### src/rtl/serial_adder_pkg.sv
// ============================================================================
// Module      : serial_adder_pkg
// Description : Shared state encoding and default width for the bit-serial
//               adder.
// Revision    : 1.0 - initial release
// ============================================================================
`default_nettype none

package serial_adder_pkg;

    localparam int DEFAULT_WIDTH = 8;

    typedef enum logic [1:0] {
        IDLE = 2'd0,
        RUN  = 2'd1,
        DONE = 2'd2
    } state_t;

endpackage

`default_nettype wire

### src/rtl/sa_bit_slice.sv
// ============================================================================
// Module      : sa_bit_slice
// Description : Combinational 1-bit full adder slice.
// Revision    : 1.0 - initial release
// ============================================================================
`default_nettype none

module sa_bit_slice (
    input  logic a,
    input  logic b,
    input  logic cin,
    output logic sum,
    output logic cout
);

    assign sum  = a ^ b ^ cin;
    assign cout = (a & b) | (a & cin) | (b & cin);

endmodule

`default_nettype wire

### src/rtl/serial_adder.sv
// ============================================================================
// Module      : serial_adder
// Description : LSB-first bit-serial adder, one bit per clock, with a
//               one-cycle done pulse and held registered result.
// Revision    : 1.0 - initial release
// ============================================================================
`default_nettype none

module serial_adder
    import serial_adder_pkg::*;
#(
    parameter int WIDTH = DEFAULT_WIDTH
) (
    input  logic             clk,
    input  logic             rst_n,
    input  logic             start,
    input  logic [WIDTH-1:0] a,
    input  logic [WIDTH-1:0] b,
    input  logic             cin,
    output logic             busy,
    output logic             done,
    output logic [WIDTH-1:0] sum,
    output logic             cout
);

    localparam int             CW       = (WIDTH > 1) ? $clog2(WIDTH) : 1;
    localparam logic [CW-1:0]  LAST_BIT = CW'(WIDTH - 1);

    state_t           state_q, state_d;
    logic [WIDTH-1:0] a_q, a_d;
    logic [WIDTH-1:0] b_q, b_d;
    logic [WIDTH-2:0] psum_q, psum_d;
    logic             carry_q, carry_d;
    logic [CW-1:0]    cnt_q, cnt_d;
    logic [WIDTH-1:0] sum_q, sum_d;
    logic             cout_q, cout_d;

    logic             slice_sum;
    logic             slice_cout;
    logic [WIDTH-1:0] psum_full;

    sa_bit_slice u_slice (
        .a    (a_q[0]),
        .b    (b_q[0]),
        .cin  (carry_q),
        .sum  (slice_sum),
        .cout (slice_cout)
    );

    // Partial sum including the bit produced this cycle; complete on the last bit.
    assign psum_full = {slice_sum, psum_q};

    always_comb begin
        state_d = state_q;
        a_d     = a_q;
        b_d     = b_q;
        psum_d  = psum_q;
        carry_d = carry_q;
        cnt_d   = cnt_q;
        sum_d   = sum_q;
        cout_d  = cout_q;

        case (state_q)
            RUN: begin
                a_d     = a_q >> 1;
                b_d     = b_q >> 1;
                psum_d  = psum_full[WIDTH-1:1];
                carry_d = slice_cout;
                cnt_d   = cnt_q + CW'(1);
                if (cnt_q == LAST_BIT) begin
                    sum_d   = psum_full;
                    cout_d  = slice_cout;
                    state_d = DONE;
                end
            end
            IDLE, DONE: begin
                state_d = IDLE;
                if (start) begin
                    a_d     = a;
                    b_d     = b;
                    carry_d = cin;
                    cnt_d   = '0;
                    state_d = RUN;
                end
            end
            default: state_d = IDLE;
        endcase
    end

    always_ff @(posedge clk) begin
        if (!rst_n) begin
            state_q <= IDLE;
            a_q     <= '0;
            b_q     <= '0;
            psum_q  <= '0;
            carry_q <= 1'b0;
            cnt_q   <= '0;
            sum_q   <= '0;
            cout_q  <= 1'b0;
        end else begin
            state_q <= state_d;
            a_q     <= a_d;
            b_q     <= b_d;
            psum_q  <= psum_d;
            carry_q <= carry_d;
            cnt_q   <= cnt_d;
            sum_q   <= sum_d;
            cout_q  <= cout_d;
        end
    end

    assign busy = (state_q == RUN);
    assign done = (state_q == DONE);
    assign sum  = sum_q;
    assign cout = cout_q;

endmodule

`default_nettype wire

### config.mk
export PLATFORM = sky130hd
export DESIGN_NAME = serial_adder
export DESIGN_NICKNAME = d
export VERILOG_FILES = /design/src/rtl/serial_adder_pkg.sv /design/src/rtl/sa_bit_slice.sv /design/src/rtl/serial_adder.sv
export SDC_FILE = /design/constraint.sdc
export NUM_CORES = 1
export LEC_CHECK = 0
export ABC_CLOCK_PERIOD_IN_PS = 1180
export CORE_ASPECT_RATIO = 1.4
export CORE_MARGIN = 2
export CORE_UTILIZATION = 46
export DETAILED_ROUTE_END_ITERATION = 8
export GPL_TIMING_DRIVEN = 0
export PLACE_DENSITY = 0.72
export RECOVER_POWER = 50
export SLEW_MARGIN = 25
export SYNTH_ARGS = -nofsm -noshare
export SYNTH_HDL_FRONTEND = slang
export SYNTH_SLANG_ARGS = --single-unit
### constraint.sdc
create_clock -name clk -period 1.18 [get_ports clk]
set_input_delay 0.236 -clock clk [delete_from_list [all_inputs] [get_ports clk]]
set_output_delay 0.236 -clock clk [all_outputs]
set_load 0.1 [all_outputs]
-- Word-level counts from Yosys, hierarchy flattened
Index checks and enable logic that the tools add are counted.
- flip-flop bits (word level): 38
- input port bits: 20
- output and inout bits: 11
- logic and storage cells: 37
- $add $sub $neg: 1
- equal/unequal tests: 5
- muxes and demuxes: 11
- bitwise operators: 7
- reduce and logical (&&, ||, !) cells: 5
- operators by type and width (operator ; count):
    8-bit one-hot mux with 2 select lines ; 2
    8-bit two-way mux ; 2
    3-bit one-hot mux with 2 select lines ; 1
    2-bit one-hot mux with 2 select lines ; 1
    2-bit AND reduction ; 2
    3-bit by 1-bit adder with 3-bit output (second input constant) ; 1
    1-bit AND ; 3
    3-bit equality test (second input constant) ; 1
    3-bit two-way mux ; 1
    2-bit by 1-bit equality test with 1-bit output (second input constant) ; 1
    2-bit equality test (second input constant) ; 1
    2-bit logical NOT ; 1
    1-bit two-way mux ; 2
    2-bit two-way mux ; 1
    2-bit by 1-bit inequality test with 1-bit output (second input constant) ; 1
    2-bit inequality test (second input constant) ; 1
    1-bit OR ; 2
    1-bit one-hot mux with 2 select lines ; 1
    2-bit nonzero test ; 1
    2-bit OR reduction ; 1
    1-bit bitwise XOR ; 2

-- Logic depth before layout (Yosys ltp)
Gate-level depths: netlist (run 1).
- word-level depth: 4
- depth in mapped cells: 5
- depth with buffers taken out: 5

-- Hierarchy
Synthesis (run 1) repeated with hierarchy kept, for this count alone.
- cells, all modules: 171
- area total of the unflattened synthesis: 1679.1 um^2
- modules (own cells, without submodules) (module ; instances ; cells each ; area an instance (um^2) ; sequential area each (um^2)):
    serial_adder ; 1 ; 170 ; 1659.1 ; 760.7
    sa_bit_slice ; 1 ; 1 ; 20.0 ; 0.0

-- Least setup slack after synthesis (run 1)
OpenSTA, ideal clock, no wires.
- path type: flip-flop to output port
- from: register state_q[0]
- to: output port done
- arrival: 1.971 ns
- data required time: 0.944 ns
- slack: -1.027 ns
- stages on the path, launching flop included: 4
- buffers on the path: 2
- path through: dfxtp_1 > buf_6 > buf_6 > nor2b_1
- longest elaborated chain between the ends: 1
- RTL lines (what ; line ; text):
    start, declared ; serial_adder.sv:29 ; state_t state_q, state_d;
    start signal, assigned ; serial_adder.sv:101 ; state_q <= state_d;
    2-bit equality test ; serial_adder.sv:113 ; assign done = (state_q == DONE);
    end, declared ; serial_adder.sv:21 ; output logic done,
Every way passes these cells.

-- Worst setup path after layout (run 1)
Ends and elaborated chain as after synthesis.

==> flow_summary.yaml, run 1 <==
logic_synthesis:
  netlist_top_cells_count: "38 x dfxtp_1, 26 x nand2_1, 19 x a21boi_0"
  synthesis.instances: 171
  synth.avg_cell_area_um2: 9.819
  synth_seq_cells: 38
  yosys-top-cells-area: "dfxtp_1 45%, mux2i_1 9.5%, o211a_1 8.9%"
  synth-edff-count: 0
  yosysTopAreaCell: "dfxtp_1"
  synth_area_mm2: 0.001679
  async_reset_ff_frac: 0
  synth_top_area_share: 0.4531
  yosys.cell_types.count: 23
  synth_flop_cell: "dfxtp_1"
  seq_area_frac_synth: 0.4531
  synthMostInstantiatedCell: "dfxtp_1"
  synth_warnings: 0
  syn-num-nets: 194
place:
  placement.io_buffers: 29
  placedCellCount: 242
  gp_congestion: 0.7704
  hpwl_mm: 2.575
  pre_cts_slack_ps: -1028
layout:
  n_antenna_cell: 0
  area_growth_pct: 55.66
  final_cells: 277
  drive_above_1_share: 0.4383
  fin_nets: 258
  utilization: 0.7304
worst_setup_path:
  required_ps: 940
  timing_worst_setup_path_type: "reg2out"
  worstPathCellList: "buf_12 -> buf_12 -> nor2b_4 -> buf_12"
  path_max_fanout: 3
  critPathArrivalTime_ps: 1190
  max_stage_delay_ps: 360
  cp_num_buf_inv: 3
  worst_path_most_repeated_cell: "buf_12"
  critPathSlowestCell: "dfxtp_4"
  cp-end-kind: "output pin"
  critical_path.top_delay_family: "buffers and inverters"
  startpoint_type: "register"
floorplan:
  dieHeight_um: 75.49
  dieArea_mm2: 0.004156
  core-area_mm2: 0.003578
  io-pin-count: 31
  start_util: 0.4692
  fp-row-count: 26
  die_w_um: 55.06
min_path:
  hold_class: "in2reg"
global_routing:
  antenna_found_initial: 0
  grt_max_degree: 12
  grt_pass1_wl_mm: 6.465
  gr-total-overflow: 0
  grt.total_usage: 0.2228
  grt_pass1_vias: 1420
power_and_ir_drop:
  p_leak_uw: 0.001138
  ir_drop_mv: 1.079
  powerDensity_mw_per_mm2: 1114
timing:
  fin_ws_ps: -244.0
  tns_ps: -5555
  rsz0062_at_grt: "true"
  max-slew-margin-rel: 0.6899
  finalHoldViolCount: 0
  fin_hold_ws_ps: 350.0
  clock_skew_ps: 6.872
  period_needed_ps: 1424
  max_freq_ghz: 0.7022
  slew_viol_final: 0
  tightest_slew_ps: 465.1
  finalSetupViolCount: 32
  min_period_over_period: 1.207
cts:
  cts_num_sinks: 38
  cts_root_buffer: "clkbuf_8"
  path_clk_slew_ps: 70
  clock_latency_ps: 290
  htree_levels: 2
  cts_buffers: 5
  clockBufferDepth: 2
  tritoncts: "built"
drt:
  drtIter0Drc: 37
  wl_mm: 4.305
  vias: 1520
  drt.antenna.violating_nets: 0
  dr.pass1.iters: 4
  wire_per_inst_um: 15.54
  drc: 0
  vias_per_cell: 5.487
job:
  maxCapViolations: 0
run_status:
  violations: "negative setup slack"
  status: "finished with violations"
-- logic make-up after synthesis --
| group | synth area share |
|---|---|
| adder cells (fa/ha/maj) | 0.02682 |
| AO/OA/AOI/OAI | 0.2265 |
| multiplexers | 0.09538 |
| buffers and inverters | 0.04768 |
| flip-flops | 0.4531 |
| AND/OR/NAND/NOR | 0.1505 |
-- state kept, by name (all words and copies together), names as in the netlist --
signal	count
b_q	8
psum_q	7
a_q	8
state_q	2
cnt_q	3
sum	8
carry_q	1
cout	1
-- area by class of cell --
class / instances / area [um2]
Multi-Input combinational cell: 119 / 991.0
Fill cell: 258 / 964.7
Sequential cell: 38 / 775.7
Timing Repair Buffer: 57 / 575.6
Buffer: 13 / 133.9
Clock buffer: 5 / 68.82
Tap cell: 42 / 52.55
Clock inverter: 2 / 10.01
Inverter: 1 / 6.256
-- per-layer routing --
layer  GRT usage  vias to the layer above  part of all wire
met4      0.1057                        0             0.026
met2      0.3902                       37              0.56
met5           0                        -                 0
met1      0.2404                      741              0.37
met3     0.06275                       11             0.036
li1            -                      731                 -
-- worst paths after layout --
check	startpoint	end	slack, ps	depth (start not counted)
max	state_q[0]	done	-240	4
min	rst_n	psum_q[2]	350	2
max reg2reg	state_q[0]	cout	-220	7
min reg2reg	sum[0]	sum[0]	450	2
-- timing repair --
action | in CTS | in global routing
hold buffers | 0 | 0
endpoints found under the setup margin | 44 | 34
cloned | 1 | 0
resized for setup | 127 | 45
buffers inserted | 19 | 9
pin swaps | 9 | 14
-- worst register-to-register path, delay by kind of cell (launching register included) --
family	cells	cell delay, ps
buffers and inverters	4	520
DFF	1	360
muxes	1	180
and+or+nand+nor	2	220
-- stage by stage --
step / cell area, um2 / total power, uW
floorplan: 1738 / 1724
global placement: 2081 / 1852
detailed placement: 2081 / 1872
CTS: 2430 / 2873
global route: 2614 / 3045
finish: 2614 / 2912
-- power breakdown --
| part | switching (uW) | internal, uW | leakage [uW] |
|---|---|---|---|
| sequential | 48.9 | 1360 | 0.000316 |
| combinational | 297 | 372 | 0.000778 |
| clock | 440 | 396 | 0.0000438 |
-- placed cells by master (no fill, tap or decap), types with 3 or more instances in the layout --
cell	count
buf_4	21
clkbuf_8	6
nand3_1	10
clkbuf_1	4
mux2i_2	3
a21boi_2	5
a21boi_0	4
nand2_4	4
o21ai_2	10
buf_6	16
mux2i_1	13
buf_12	6
nand2_1	17
o211a_1	15
dfxtp_1	28
nand2_2	6
o21ai_1	6
dfxtp_2	9
a21boi_1	10
clkdlybuf4s50_1	18
(Power assumes the default switching activity.)
==> run 2, diff against run 1 <==
ABC_CLOCK_PERIOD_IN_PS = not set   (was 1180)
RECOVER_POWER = 100   (was 50)
==> run 2 against run 1 <==
The run still ends with negative setup slack left. Die area is the same. Global-route usage did not move. Sequential share of layout area rose by 0.11 points. Critical path type unchanged. Largest power group unchanged.
==> flow_summary.yaml, run 2 (synthesis results as in run 1) <==
timing:
  finalHoldViolCount: 0
  fin_ws_ps: -244.0
  clock_skew_ps: 8.855
  min_period_over_period: 1.207
  finalSetupViolCount: 32
  slew_viol_final: 0
  period_needed_ps: 1424
  rsz0062_at_grt: "true"
  tns_ps: -5553
  max_freq_ghz: 0.7022
  tightest_slew_ps: 465.1
  max-slew-margin-rel: 0.6899
drt:
  wl_mm: 4.307
  vias: 1531
  dr.pass1.iters: 4
  wire_per_inst_um: 15.55
  drt.antenna.violating_nets: 0
  vias_per_cell: 5.527
  drc: 0
  drtIter0Drc: 42
global_routing:
  grt_pass1_wl_mm: 6.465
  grt_max_degree: 12
  antenna_found_initial: 0
  grt_pass1_vias: 1420
  grt.total_usage: 0.2228
  gr-total-overflow: 0
floorplan:
  dieHeight_um: 75.49
  start_util: 0.4692
  die_w_um: 55.06
  dieArea_mm2: 0.004156
  io-pin-count: 31
  core-area_mm2: 0.003578
  fp-row-count: 26
cts:
  cts_num_sinks: 38
  clock_latency_ps: 290
  path_clk_slew_ps: 80
  cts_root_buffer: "clkbuf_8"
  clockBufferDepth: 2
  tritoncts: "built"
  htree_levels: 2
  cts_buffers: 5
layout:
  drive_above_1_share: 0.4340
  stdcell_area_mm2: 0.002600
  fin_nets: 258
  layout_common_cells: "29 x dfxtp_1, 20 x buf_4, 18 x clkdlybuf4s50_1, 17 x nand2_1, 16 x buf_6"
  layout_commonest_cell: "dfxtp_1"
  n_antenna_cell: 0
  area_growth_pct: 54.84
min_path:
  hold_depth: 2
  hold_class: "in2reg"
  hold_path.startpoint: "rst_n"
  min_to: "psum_q[3]"
power_and_ir_drop:
  p_leak_uw: 0.001135
  powerDensity_mw_per_mm2: 1121
  ir_drop_mv: 1.078
worst_setup_path:
  startpoint_type: "register"
  required_ps: 940
  r2r_start: "state_q[0]"
  timing_worst_setup_path_type: "reg2out"
  cp-end-kind: "output pin"
  critPathArrivalTime_ps: 1190
  r2r_slack_ps: -230
  r2r-end: "cout"
  rr_worst_depth: 7
  path_max_fanout: 3
run_status:
  violations: "negative setup slack"
  status: "finished with violations"
place:
  hpwl_mm: 2.575
  pre_cts_slack_ps: -1028
  postPlaceCellArea_mm2: 0.002081
  placement.io_buffers: 29
  gp_congestion: 0.7704
job:
  maxCapViolations: 0
run 2: cell counts in the layout (fill, tap and decap cells not counted):
Identical to the previous run, type by type.
run 2: metrics by stage:
stage,utilization,instances,hold slack [ps],total power (uW)
2_1_floorplan,-,171,380.9,1724
3_3_place_gp,0.5815,242,447.5,1852
3_5_place_dp,0.5815,242,454.2,1872
4_1_cts,0.6790,269,336.6,2873
5_1_grt,0.7266,277,358.3,3040
6_report,0.7266,277,349.2,2914
run 2: repair_timing:
action / in CTS / in global routing
hold buffers: 0 / 0
cloned: 1 / 0
buffers inserted: 19 / 9
gates resized for setup: 127 / 45
pin swaps: 9 / 14
setup endpoints to repair: 44 / 34
run 2: final cells by class:
cell class              count  area, um2
clock inverters             2      10.01
inverters                   1      6.256
multi-input cells         119      980.9
plain buffers              13      133.9
fillers                   260      978.4
repair buffers             57      573.1
flip-flops and latches     38      774.5
well taps                  42      52.55
clock buffers               5      68.82
run 2: worst max-delay path by stage:
| stage | start | endpoint | slack [ps] | depth (start not counted) |
|---|---|---|---|---|
| after floorplan | state_q[0] | done | -160 | 3 |
| after global placement | state_q[1] | busy | -1020 | 4 |
| after detailed placement | state_q[1] | busy | -1030 | 4 |
| after CTS | state_q[0] | done | -250 | 4 |
| after global routing | state_q[0] | done | -280 | 4 |
| final | state_q[0] | done | -240 | 4 |
run 2: worst max-delay path, cell delays in order (launching register included):
cell and delay [ps]:
dfxtp_4 360, buf_12 120, buf_12 110, nor2b_4 120, buf_12 180
run 2: report_power, final:
group | internal [uW] | switching, uW
Clock | 396 | 446
Sequential | 1360 | 47.4
Combinational | 370 | 298
run 2: layer usage:
layer | up-vias | routed length (um) | GRT usage
li1 | 731 | - | -
met3 | 11 | 172 | 0.06275
met2 | 44 | 2414 | 0.3902
met5 | - | 0 | 0
met1 | 745 | 1609 | 0.2404
met4 | 0 | 110 | 0.1057
